## config.mk

```make
export PLATFORM = sky130hd
export DESIGN_NAME = iobuf_half_duplex_ctrl
export DESIGN_NICKNAME = d
export VERILOG_FILES = /design/src/rtl/iobuf_half_duplex_ctrl_pkg.sv /design/src/rtl/iobuf_half_duplex_ctrl_sync2.sv /design/src/rtl/iobuf_half_duplex_ctrl.sv
export SDC_FILE = /design/constraint.sdc
export NUM_CORES = 1
export LEC_CHECK = 0
export ABC_AREA = 1
export CORE_ASPECT_RATIO = 1.2
export CORE_UTILIZATION = 45
export CTS_BUF_LIST = sky130_fd_sc_hd__clkbuf_4
export DETAILED_ROUTE_END_ITERATION = 8
export GPL_TIMING_DRIVEN = 0
export PLACE_DENSITY_LB_ADDON = 0.25
export SLEW_MARGIN = 20
export SYNTH_ARGS = -nofsm -noshare
export SYNTH_HDL_FRONTEND = slang
export SYNTH_SLANG_ARGS = --single-unit
```

## constraint.sdc

```tcl
create_clock -name clk -period 1.1 [get_ports clk]
set_input_delay 0.22 -clock clk [delete_from_list [all_inputs] [get_ports clk]]
set_output_delay 0.22 -clock clk [all_outputs]
set_load 0.02 [all_outputs]
```

## src/rtl/iobuf_half_duplex_ctrl_pkg.sv

```systemverilog
// Shared types and constants for the half-duplex I/O buffer controller.
package iobuf_half_duplex_ctrl_pkg;

    // Phase counters are 4 bits wide, so every phase length is limited to 1..15.
    localparam int CNT_W = 4;

    // Default parameter values for the controller.
    localparam int DEF_W    = 8;
    localparam int DEF_HOLD = 2;
    localparam int DEF_TURN = 2;
    localparam int DEF_SAMP = 3;

    // Bus phases.
    typedef enum logic [1:0] {
        HIZ   = 2'd0,
        DRIVE = 2'd1,
        GAP   = 2'd2,
        READ  = 2'd3
    } state_e;

    typedef logic [CNT_W-1:0] cnt_t;

    // A phase lasting n cycles loads n-1 on entry and leaves when the count is 0.
    function automatic cnt_t cnt_load(input int n);
        return cnt_t'(n - 1);
    endfunction

endpackage

```

## src/rtl/iobuf_half_duplex_ctrl_sync2.sv

```systemverilog
// Two-flop synchronizer for the pad input bank.
module iobuf_sync2 #(
    parameter int W = 8
) (
    input  logic         clk,
    input  logic         reset_n,
    input  logic [W-1:0] i_d,
    output logic [W-1:0] o_q
);

    logic [W-1:0] r_meta;
    logic [W-1:0] r_sync;

    // Two back-to-back flops; the first may go metastable, the second gives it a cycle to settle.
    always_ff @(posedge clk) begin
        if (!reset_n) begin
            r_meta <= '0;
            r_sync <= '0;
        end else begin
            r_meta <= i_d;
            r_sync <= r_meta;
        end
    end

    assign o_q = r_sync;

endmodule

```

## src/rtl/iobuf_half_duplex_ctrl.sv

```systemverilog
// Half-duplex controller for a bank of W tristate pads shared by one writer and one reader.
// The pads themselves live one level up: io_i/io_t/io_o go to the I/T/O pins of the buffers.
module iobuf_half_duplex_ctrl
    import iobuf_half_duplex_ctrl_pkg::*;
#(
    parameter int W    = DEF_W,
    parameter int HOLD = DEF_HOLD,
    parameter int TURN = DEF_TURN,
    parameter int SAMP = DEF_SAMP
) (
    input  logic         clk,
    input  logic         reset_n,
    input  logic         wr_req,
    input  logic [W-1:0] wr_data,
    output logic         wr_ack,
    input  logic         rd_req,
    output logic [W-1:0] rd_data,
    output logic         rd_valid,
    output logic [W-1:0] io_i,
    output logic         io_t,
    input  logic [W-1:0] io_o
);

    localparam cnt_t L_HOLD = cnt_load(HOLD);
    localparam cnt_t L_TURN = cnt_load(TURN);
    localparam cnt_t L_SAMP = cnt_load(SAMP);
    // When the drive phase is a single cycle, the ack goes up together with the grant.
    localparam logic L_ACK_ON_GRANT = (HOLD == 1);

    state_e       r_state;
    cnt_t         r_cnt;
    logic         r_io_t;
    logic [W-1:0] r_io_i;
    logic         r_wr_ack;
    logic         r_rd_valid;
    logic [W-1:0] r_rd_data;
    logic         r_last_rd;   // 1: the reader was served last

    state_e       w_state_nxt;
    cnt_t         w_cnt_nxt;
    logic         w_io_t_nxt;
    logic [W-1:0] w_io_i_nxt;
    logic         w_wr_ack_nxt;
    logic         w_rd_valid_nxt;
    logic [W-1:0] w_rd_data_nxt;
    logic         w_last_rd_nxt;
    logic [W-1:0] w_sync;
    logic         w_gnt_wr;
    logic         w_gnt_rd;

    iobuf_sync2 #(.W(W)) u_sync (
        .clk     (clk),
        .reset_n (reset_n),
        .i_d     (io_o),
        .o_q     (w_sync)
    );

    // Round-robin arbitration: a lone request wins, a tie goes to the side not served last.
    assign w_gnt_wr = wr_req && (!rd_req || r_last_rd);
    assign w_gnt_rd = rd_req && (!wr_req || !r_last_rd);

    // Next-state and next-output decode; every output is computed here and registered below.
    always_comb begin
        w_state_nxt    = r_state;
        w_cnt_nxt      = r_cnt;
        w_io_t_nxt     = 1'b1;
        w_io_i_nxt     = r_io_i;
        w_wr_ack_nxt   = 1'b0;
        w_rd_valid_nxt = 1'b0;
        w_rd_data_nxt  = r_rd_data;
        w_last_rd_nxt  = r_last_rd;

        case (r_state)
            HIZ: begin
                if (w_gnt_wr) begin
                    w_state_nxt   = DRIVE;
                    w_cnt_nxt     = L_HOLD;
                    w_io_t_nxt    = 1'b0;
                    w_io_i_nxt    = wr_data;
                    w_wr_ack_nxt  = L_ACK_ON_GRANT;
                    w_last_rd_nxt = 1'b0;
                end else if (w_gnt_rd) begin
                    w_state_nxt   = READ;
                    w_cnt_nxt     = L_SAMP;
                    w_last_rd_nxt = 1'b1;
                end
            end
            DRIVE: begin
                if (r_cnt == '0) begin
                    // Bus released here; io_i keeps the last written value.
                    w_state_nxt = GAP;
                    w_cnt_nxt   = L_TURN;
                end else begin
                    w_cnt_nxt    = r_cnt - cnt_t'(1);
                    w_io_t_nxt   = 1'b0;
                    // Ack lines up with the final driven cycle.
                    w_wr_ack_nxt = (r_cnt == cnt_t'(1));
                end
            end
            GAP: begin
                // Turnaround: requests are ignored until we are back in HIZ.
                if (r_cnt == '0) begin
                    w_state_nxt = HIZ;
                end else begin
                    w_cnt_nxt = r_cnt - cnt_t'(1);
                end
            end
            READ: begin
                if (r_cnt == '0) begin
                    // Capture on the last read cycle; valid shows up in the following HIZ cycle.
                    w_state_nxt    = HIZ;
                    w_rd_data_nxt  = w_sync;
                    w_rd_valid_nxt = 1'b1;
                end else begin
                    w_cnt_nxt = r_cnt - cnt_t'(1);
                end
            end
            default: begin
                w_state_nxt = HIZ;
                w_cnt_nxt   = '0;
            end
        endcase
    end

    // State and output registers; reset releases the bus immediately from any state.
    always_ff @(posedge clk) begin
        if (!reset_n) begin
            r_state    <= HIZ;
            r_cnt      <= '0;
            r_io_t     <= 1'b1;
            r_io_i     <= '0;
            r_wr_ack   <= 1'b0;
            r_rd_valid <= 1'b0;
            r_rd_data  <= '0;
            r_last_rd  <= 1'b1;
        end else begin
            r_state    <= w_state_nxt;
            r_cnt      <= w_cnt_nxt;
            r_io_t     <= w_io_t_nxt;
            r_io_i     <= w_io_i_nxt;
            r_wr_ack   <= w_wr_ack_nxt;
            r_rd_valid <= w_rd_valid_nxt;
            r_rd_data  <= w_rd_data_nxt;
            r_last_rd  <= w_last_rd_nxt;
        end
    end

    assign io_t     = r_io_t;
    assign io_i     = r_io_i;
    assign wr_ack   = r_wr_ack;
    assign rd_valid = r_rd_valid;
    assign rd_data  = r_rd_data;

endmodule

```

==> flow_summary.toml, run 1 <==
[status]
outcome = "complete, but fails checks"
violations = "negative setup slack"

[timing]
fmax_ghz = 0.847
worst_pin_slew_ps = 235
finalSetupViolations = 16
period_share_pct = 107
drv_slew = 0
setup_ws_ps = -81.0
rsz0062_at_grt = "true"
max-slew-margin-rel_pct = 84.3
skew_ps = 14.2
hold_violations = 0
timing.hold.ws_ps = 393
layout_min_cycle_time_ps = 1180
finalSetupTns_ps = -647

[die]
ios = 39
die_h_um = 67.3
placementRows = 23
die_w_um = 56.4
floorplan.core_area_um2 = 3370
initial_core_util_pct = 47.5
die_area_um2 = 3790

[logic_synthesis]
synth_edf_count = 0
ys_types = 24
ys_seq_elements = 42
synth_top_area_share_pct = 52.6
yosysTopAreaCell = "dfxtp_1"
yosys_warnings = 0
syn_avg_cell_area_um2 = 7.99
syn-num-nets = 222
syn_area_um2 = 1600
ys.flop_type = "dfxtp_1"
yosys-top-cells-area = "dfxtp_1 (53%), nand2_1 (15%), nand3_1 (7.5%), inv_1 (5.9%), a21oi_1 (3.1%)"
yosysSeqAreaShare_pct = 52.6
synth_cells = 200
async_flop_share_pct = 0

[grt]
grt_pass1_wl_mm = 5.46
grt_use_total_pct = 18.9
grt_pass1_vias = 1276
grt_max_degree = 15
antenna_found_initial = 0
grt_overflow_total = 0

[clock_network]
cts_root_buffer = "clkbuf_4"
clk_pin_slew_ps = 130
cts_tree = "yes"
cts_buffers = 5
cts_buffer_depth = 2
worstSkewPairLatency_ps = 350
cts.htree.levels = 2
cts_sinks = 42
cts_hold_buf = 0

[placed_design]
dp_hpwl_mm = 2.13
place_congestion = 0.843
portBuffers = 38

[power]
leakagePower_nw = 1.14
ir_worst_vdd_uv = 1490
powerDensity_nw_per_um2 = 2110
power.total_w = 0.00486

[routing]
wl_per_cell_um = 10.8
routed.top_layer = "met4"
wl_mm = 3.24
vias_per_cell = 4.79
wl_met2_mm = 1.64
drc = 0
met1_length_mm = 1.35
first_iter_violations = 29
vias = 1432
ant_nets = 0
wl_met3_um = 189
first_pass_iters = 4

[cells_and_area]
diodes = 0
layout-drive-gt1-share_pct = 37.0
area.growth.synth_to_final_pct = 43.9
nets = 283
fill_cells = 273

[min_path]
hp-class = "input pin to flop"

[critical_path]
path_class = "flop to flop"
startpoint_type = "flop"
path_max_fanout = 6
cp_data_arrival_time_ps = 1430
required_ps = 1350
crit_path_end_kind = "flop"

[job]
max-cap-violations = 0
## layer usage
| metal | GRT usage (%) | vias to the layer above |
|---|---|---|
| met1 | 21.1 | 637 |
| met2 | 32.0 | 41 |
| met4 | 9.45 | 0 |
| met5 | 0 | - |
| met3 | 6.70 | 8 |
| li1 | - | 746 |
## path summary, 6_finish.rpt
path              slack, ps               end  cells after the start             start
setup / recovery        -80        rd_data[7]                      7          r_cnt[0]
hold / removal          390  u_sync.r_meta[7]                      3           io_o[7]
setup reg to reg        -80        rd_data[7]                      7          r_cnt[0]
hold reg to reg         410     u_sync.o_q[3]                      2  u_sync.r_meta[3]
## metrics by stage
step	area, µm²	utilization [%]	cells	setup WS (ps)
final	2300	68.3	299	-81.0
after detailed placement	2040	60.5	275	-372
after CTS	2110	62.6	292	-52.7
after global routing	2300	68.3	299	-120
after floorplan	1610	-	200	8.07
after global placement	2040	60.5	275	-337
## Yosys cell counts (2+ instances only)
library cell,n
ha_1,2
nand2_1,65
nand3_1,24
buf_2,3
nand3_4,2
inv_1,25
dfxtp_1,42
inv_2,3
a21oi_1,10
nand2_4,2
nor2_1,9
## flip-flops by register name, indices dropped and copies added (netlist names)
| name | count |
|---|---|
| r_state | 2 |
| u_sync.o_q | 8 |
| io_i | 8 |
| rd_data | 8 |
| r_last_rd | 1 |
| rd_valid | 1 |
| io_t | 1 |
| wr_ack | 1 |
| u_sync.r_meta | 8 |
| r_cnt | 4 |
## where the power goes
part           internal, W  switching (W)
combinational     0.000912        0.00124
clock             0.000249       0.000504
sequential         0.00177       0.000179
total              0.00293        0.00193
## kinds of logic (layout without fill, tap and decap cells)
group | after synthesis | in the layout | share of synthesized area [%]
AND/OR/NAND/NOR | 108 | 109 | 32.2
buffers and inverters | 34 | 95 | 8.77
flip-flops | 42 | 42 | 52.6
AO/OA/AOI/OAI | 14 | 14 | 4.86
adder cells (fa/ha/maj) | 2 | 2 | 1.57
## area by class of cell
cell class	instances	area [µm²]	share of cell area [%]
clock inverters	3	21.3	0.925
inverters	29	116	5.06
clock buffers	5	37.5	1.63
plain buffers	5	30.0	1.31
multi-input cells	125	718	31.2
repair buffers	52	459	20.0
flip-flops and latches	42	866	37.6
repair inverters	1	5.00	0.218
well taps	37	46.3	2.01
## critical path, stage by stage (launching register included)
cell and delay [ps]:
dfxtp_2 340, inv_2 80, ha_4 170, nand3_4 160, inv_8 140, nand2_4 70, nand2_1 60, a21oi_1 60
## placed cells by master (no fill, tap or decap), types with 2 or more instances in the layout
cell type / count
buf_6: 7
a21oi_1: 6
nand2_2: 9
clkdlybuf4s50_1: 19
a21oi_2: 5
nor2_4: 2
nand3_4: 2
nand3_1: 21
clkinv_2: 2
inv_2: 5
dfxtp_2: 14
nand2_4: 3
nor2_1: 9
buf_4: 25
buf_2: 4
dfxtp_1: 26
clkbuf_4: 6
nand3_2: 3
inv_1: 23
nand2_1: 56
dfxtp_4: 2
## timing repair
action / 4_1_cts / 5_1_grt
buffers inserted: 8 / 6
gates resized for setup: 91 / 51
pin swaps: 2 / 8
endpoints found under the setup margin: 42 / 44
gates cloned: 1 / 1
Note: power is estimated with default switching activity, not from simulation.
==> inputs of run 2 (changes only) <==
CTS_CLUSTER_DIAMETER = 100   (was unset)
GPL_TIMING_DRIVEN = unset   (was 0)
==> run 2 against run 1 <==
The run still ends with negative setup slack left. Core utilization up 2.7 points. Non-clock buffer count up 6. Routed wire length up 0.18%. Via count up 3.8%. Register-to-register slack worse by 20 ps. Count of clock-buffer cells in the layout unchanged. Die area unchanged. Setup slack worse by 16 ps. Hold slack worse by 11 ps. Clock power down 2%. Sequential share of layout area down 1.3 points. Largest cell class unchanged.
==> flow_summary.toml, run 2 (synthesized netlist as in run 1, its figures left out) <==
[clock_network]
clk_pin_slew_ps = 130
cts.htree.levels = 2
cts_tree = "yes"
cts_buffers = 5
cts_hold_buf = 0
worstSkewPairLatency_ps = 350
cts_sinks = 42
cts_buffer_depth = 2
cts_root_buffer = "clkbuf_4"

[die]
die_w_um = 56.4
ios = 39
placementRows = 23
initial_core_util_pct = 47.5
die_h_um = 67.3
floorplan.core_area_um2 = 3370
die_area_um2 = 3790

[grt]
grt_overflow_total = 0
grt_use_total_pct = 18.4
grt_pass1_wl_mm = 5.35
antenna_found_initial = 0
grt_pass1_vias = 1290
grt_max_degree = 15

[critical_path]
startpoint_type = "flop"
path_max_fanout = 6
r2r_end = "rd_data[7]"
r2r_setup_slack_ps = -100
r2r-start = "r_cnt[0]"
r2r_cells = 6
cp_data_arrival_time_ps = 1470
required_ps = 1380
crit_path_end_kind = "flop"
path_class = "flop to flop"

[timing]
layout_min_cycle_time_ps = 1200
finalSetupViolations = 21
period_share_pct = 109
fmax_ghz = 0.836
hold_violations = 0
worst_pin_slew_ps = 233
finalSetupTns_ps = -1030
timing.hold.ws_ps = 383
drv_slew = 0
max-slew-margin-rel_pct = 84.4
rsz0062_at_grt = "true"
setup_ws_ps = -96.9
skew_ps = 10.3

[routing]
met1_length_mm = 1.29
vias = 1487
wl_met3_um = 208
first_iter_violations = 21
drc = 0
wl_mm = 3.25
ant_nets = 0
wl_met2_mm = 1.69
first_pass_iters = 5
routed.top_layer = "met4"
wl_per_cell_um = 10.7
vias_per_cell = 4.88

[cells_and_area]
nets = 289
design_area_um2 = 2390
area.growth.synth_to_final_pct = 49.6
final_common_cell = "nand2_1"
diodes = 0
final_cell_mix = "nand2_1 (49), buf_4 (31), dfxtp_1 (24)"
layout-drive-gt1-share_pct = 41.4

[job]
max-cap-violations = 0

[placed_design]
place_congestion = 0.838
dpl_cell_area_um2 = 2140
dp_hpwl_mm = 2.25
portBuffers = 38

[min_path]
min_to = "u_sync.r_meta[5]"
hp-class = "input pin to flop"
min_delay_path_depth = 3
hold_start = "io_o[5]"

[power]
ir_worst_vdd_uv = 1550
powerDensity_nw_per_um2 = 2120
power.total_w = 0.00507
leakagePower_nw = 1.19

[status]
violations = "negative setup slack"
outcome = "complete, but fails checks"
==> run 2: area by class of cell <==
type                            instances  area, µm²
Tap cell                               37       46.3
Clock inverter                          3       21.3
Timing Repair inverter                  1       5.00
Clock buffer                            5       37.5
Timing Repair Buffer                   63        551
Inverter                               29        129
Sequential cell                        42        868
Multi-Input combinational cell        125        733
Fill cell                             278        976
==> run 2: worst max path at each step <==
stage                  start         end  slack, ps  cells past startpoint
floorplan           r_cnt[1]  rd_data[0]          8                      7
global placement      wr_req    r_cnt[0]       -300                      6
detailed placement    wr_req    r_cnt[0]       -370                      6
CTS                 r_cnt[1]  rd_data[0]        -80                      7
global route        r_cnt[0]  rd_data[7]       -130                      6
finish              r_cnt[0]  rd_data[7]       -100                      6
==> run 2: per-stage QoR <==
stage | worst slack (ps) | utilization, % | cells
floorplan | 8.07 | - | 200
global placement | -305 | 63.5 | 287
detailed placement | -368 | 63.5 | 287
CTS | -82.5 | 65.4 | 300
global route | -133 | 71.0 | 305
finish | -96.9 | 71.0 | 305
==> run 2: layer usage <==
layer,track usage [%],vias up
met3,6.51,8
met2,31.8,42
met5,0,-
met4,9.15,0
met1,20.1,682
li1,-,755
==> run 2: power breakdown <==
part / internal [W] / switching, W / leakage, nW
clock: 0.000249 / 0.000493 / 0.0312
combinational: 0.00108 / 0.00133 / 0.805
sequential: 0.00177 / 0.000157 / 0.353
==> run 2: timing repair <==
item,CTS,global route
gates cloned,2,0
pin swaps,8,14
buffers inserted,3,5
gates resized for setup,97,59
setup endpoints to repair,42,41
==> run 2: worst max-delay path, stage by stage (launching register included) <==
cell and delay [ps]:
dfxtp_2 340, inv_2 70, ha_4 170, nand3_4 160, inv_8 130, nand3_1 100, a21oi_1 150
==> inputs of run 3 (changes only) <==
SKIP_LAST_GASP = 1   (was unset)
==> run 3 against run 2 <==
The flow still finishes with violations (negative setup slack). Sequential power about the same. Critical path depth unchanged. Clock power about the same. Flip-flop and latch count unchanged. Combinational power about the same. Sequential share of layout area increased by 0.076 points. Design area decreased by 0.21%. Hold slack improved by 2.8 ps. Die area unchanged. Cell count unchanged. Count of clock-buffer cells in the layout unchanged. Critical endpoint unchanged. Largest cell class unchanged.
==> flow_summary.toml, run 3 (synthesized netlist as in run 1, its figures left out) <==
[status]
outcome = "complete, but fails checks"
violations = "negative setup slack"

[grt]
met3_usage_pct = 6.51
grt_max_degree = 15
grt_overflow_total = 0
antenna_found_initial = 0
grt-busiest-layer = "met2"
grtUsageMet2_pct = 31.8
grt_pass1_vias = 1290
grt_use_met1_pct = 20.1
grt_use_total_pct = 18.4
grt_pass1_wl_mm = 5.35

[routing]
first_iter_violations = 26
vias_per_cell = 4.87
ant_nets = 0
vias = 1484
wl_mm = 3.24
wl_per_cell_um = 10.6
drc = 0
first_pass_iters = 4

[cells_and_area]
final_cell_mix = "nand2_1 (51), buf_4 (31), dfxtp_1 (24)"
nets = 289
utilization_pct = 70.9
design_area_um2 = 2390
stdcell_count = 305
final_common_cell = "nand2_1"
area.growth.synth_to_final_pct = 49.3
layout-drive-gt1-share_pct = 40.7
diodes = 0

[clock_network]
worstSkewPairLatency_ps = 350
cts_hold_buf = 0
cts_sinks = 42
cts_root_buffer = "clkbuf_4"
cts.htree.levels = 2
cts_tree = "yes"
cts_buffers = 5
clk_pin_slew_ps = 130
cts_buffer_depth = 2

[critical_path]
cp_cell_sequence = "inv_2 -> ha_4 -> nand3_4 -> inv_8 -> nand3_1 -> a21oi_1"
required_ps = 1380
r2r_setup_slack_ps = -100
startpoint_type = "flop"
crit_family = "flip-flops"
crit_path_end_kind = "flop"
path_buf_inv = 2
cpPeakStageDelay_ps = 340
path_max_fanout = 6
cp_slowest_cell = "dfxtp_2"
crit_start = "r_cnt[0]"
r2r-start = "r_cnt[0]"
path_class = "flop to flop"
cp_data_arrival_time_ps = 1470

[timing]
layout_min_cycle_time_ps = 1200
skew_ps = 9.80
drv_slew = 0
setup_ws_ps = -96.7
fmax_ghz = 0.836
worst_pin_slew_ps = 233
hold_violations = 0
max-slew-margin-rel_pct = 84.4
period_share_pct = 109
finalSetupViolations = 21
rsz0062_at_grt = "true"

[power]
leakagePower_nw = 1.19
powerDensity_nw_per_um2 = 2120
ir_worst_vdd_uv = 1540
power.total_w = 0.00506

[job]
max-cap-violations = 0

[min_path]
hold_start = "io_o[5]"
hp-class = "input pin to flop"

[placed_design]
pre_cts_slack_ps = -368
dpl_cell_area_um2 = 2140
dp_hpwl_mm = 2.25
portBuffers = 38
place_inst = 287
place_congestion = 0.838

[die]
initial_core_util_pct = 47.5
die_w_um = 56.4
ios = 39
floorplan.core_area_um2 = 3370
die_h_um = 67.3
placementRows = 23
die_area_um2 = 3790
-- run 3: worst paths after layout --
check	to	cells past startpoint
max reg2reg	rd_data[7]	6
max	rd_data[7]	6
min reg2reg	u_sync.o_q[6]	2
min	u_sync.r_meta[5]	3
-- run 3: where the power goes --
group | leakage, nW | internal, W | switching (W)
registers | 0.353 | 0.00177 | 0.000155
clock network | 0.0312 | 0.000249 | 0.000489
logic | 0.804 | 0.00108 | 0.00133
-- run 3: tightest hold or removal path, cell delays in order --
cell and delay [ps]:
clkdlybuf4s50_1 390, nand2_1 60, inv_1 30
-- run 3: stage by stage --
step,TNS (ps),hold WS [ps]
6_report,-1030,385
5_1_grt,-2510,368
4_1_cts,-886,371
3_5_place_dp,-7210,401
3_3_place_gp,-6500,395
2_1_floorplan,0,318
-- run 3: per-layer routing --
| layer | part of all wire, % | wire length (µm) |
|---|---|---|
| met4 | 2.1 | 68 |
| met1 | 40 | 1300 |
| met5 | 0 | 0 |
| met3 | 6.3 | 203 |
| met2 | 52 | 1680 |
-- run 3: final cells by class --
type,count,area [µm²]
fillers,275,981
flip-flops and latches,42,868
multi-input cells,125,728
repair buffers,63,551
inverters,29,129
well taps,37,46.3
clock buffers,5,37.5
clock inverters,3,21.3
repair inverters,1,5.00
-- run 3: timing repair --
action	CTS	global route
cloned	2	0
gates resized for setup	93	60
pin swaps	8	14
endpoints found under the setup margin	42	41
hold endpoints to repair	0	0
buffers inserted	3	5
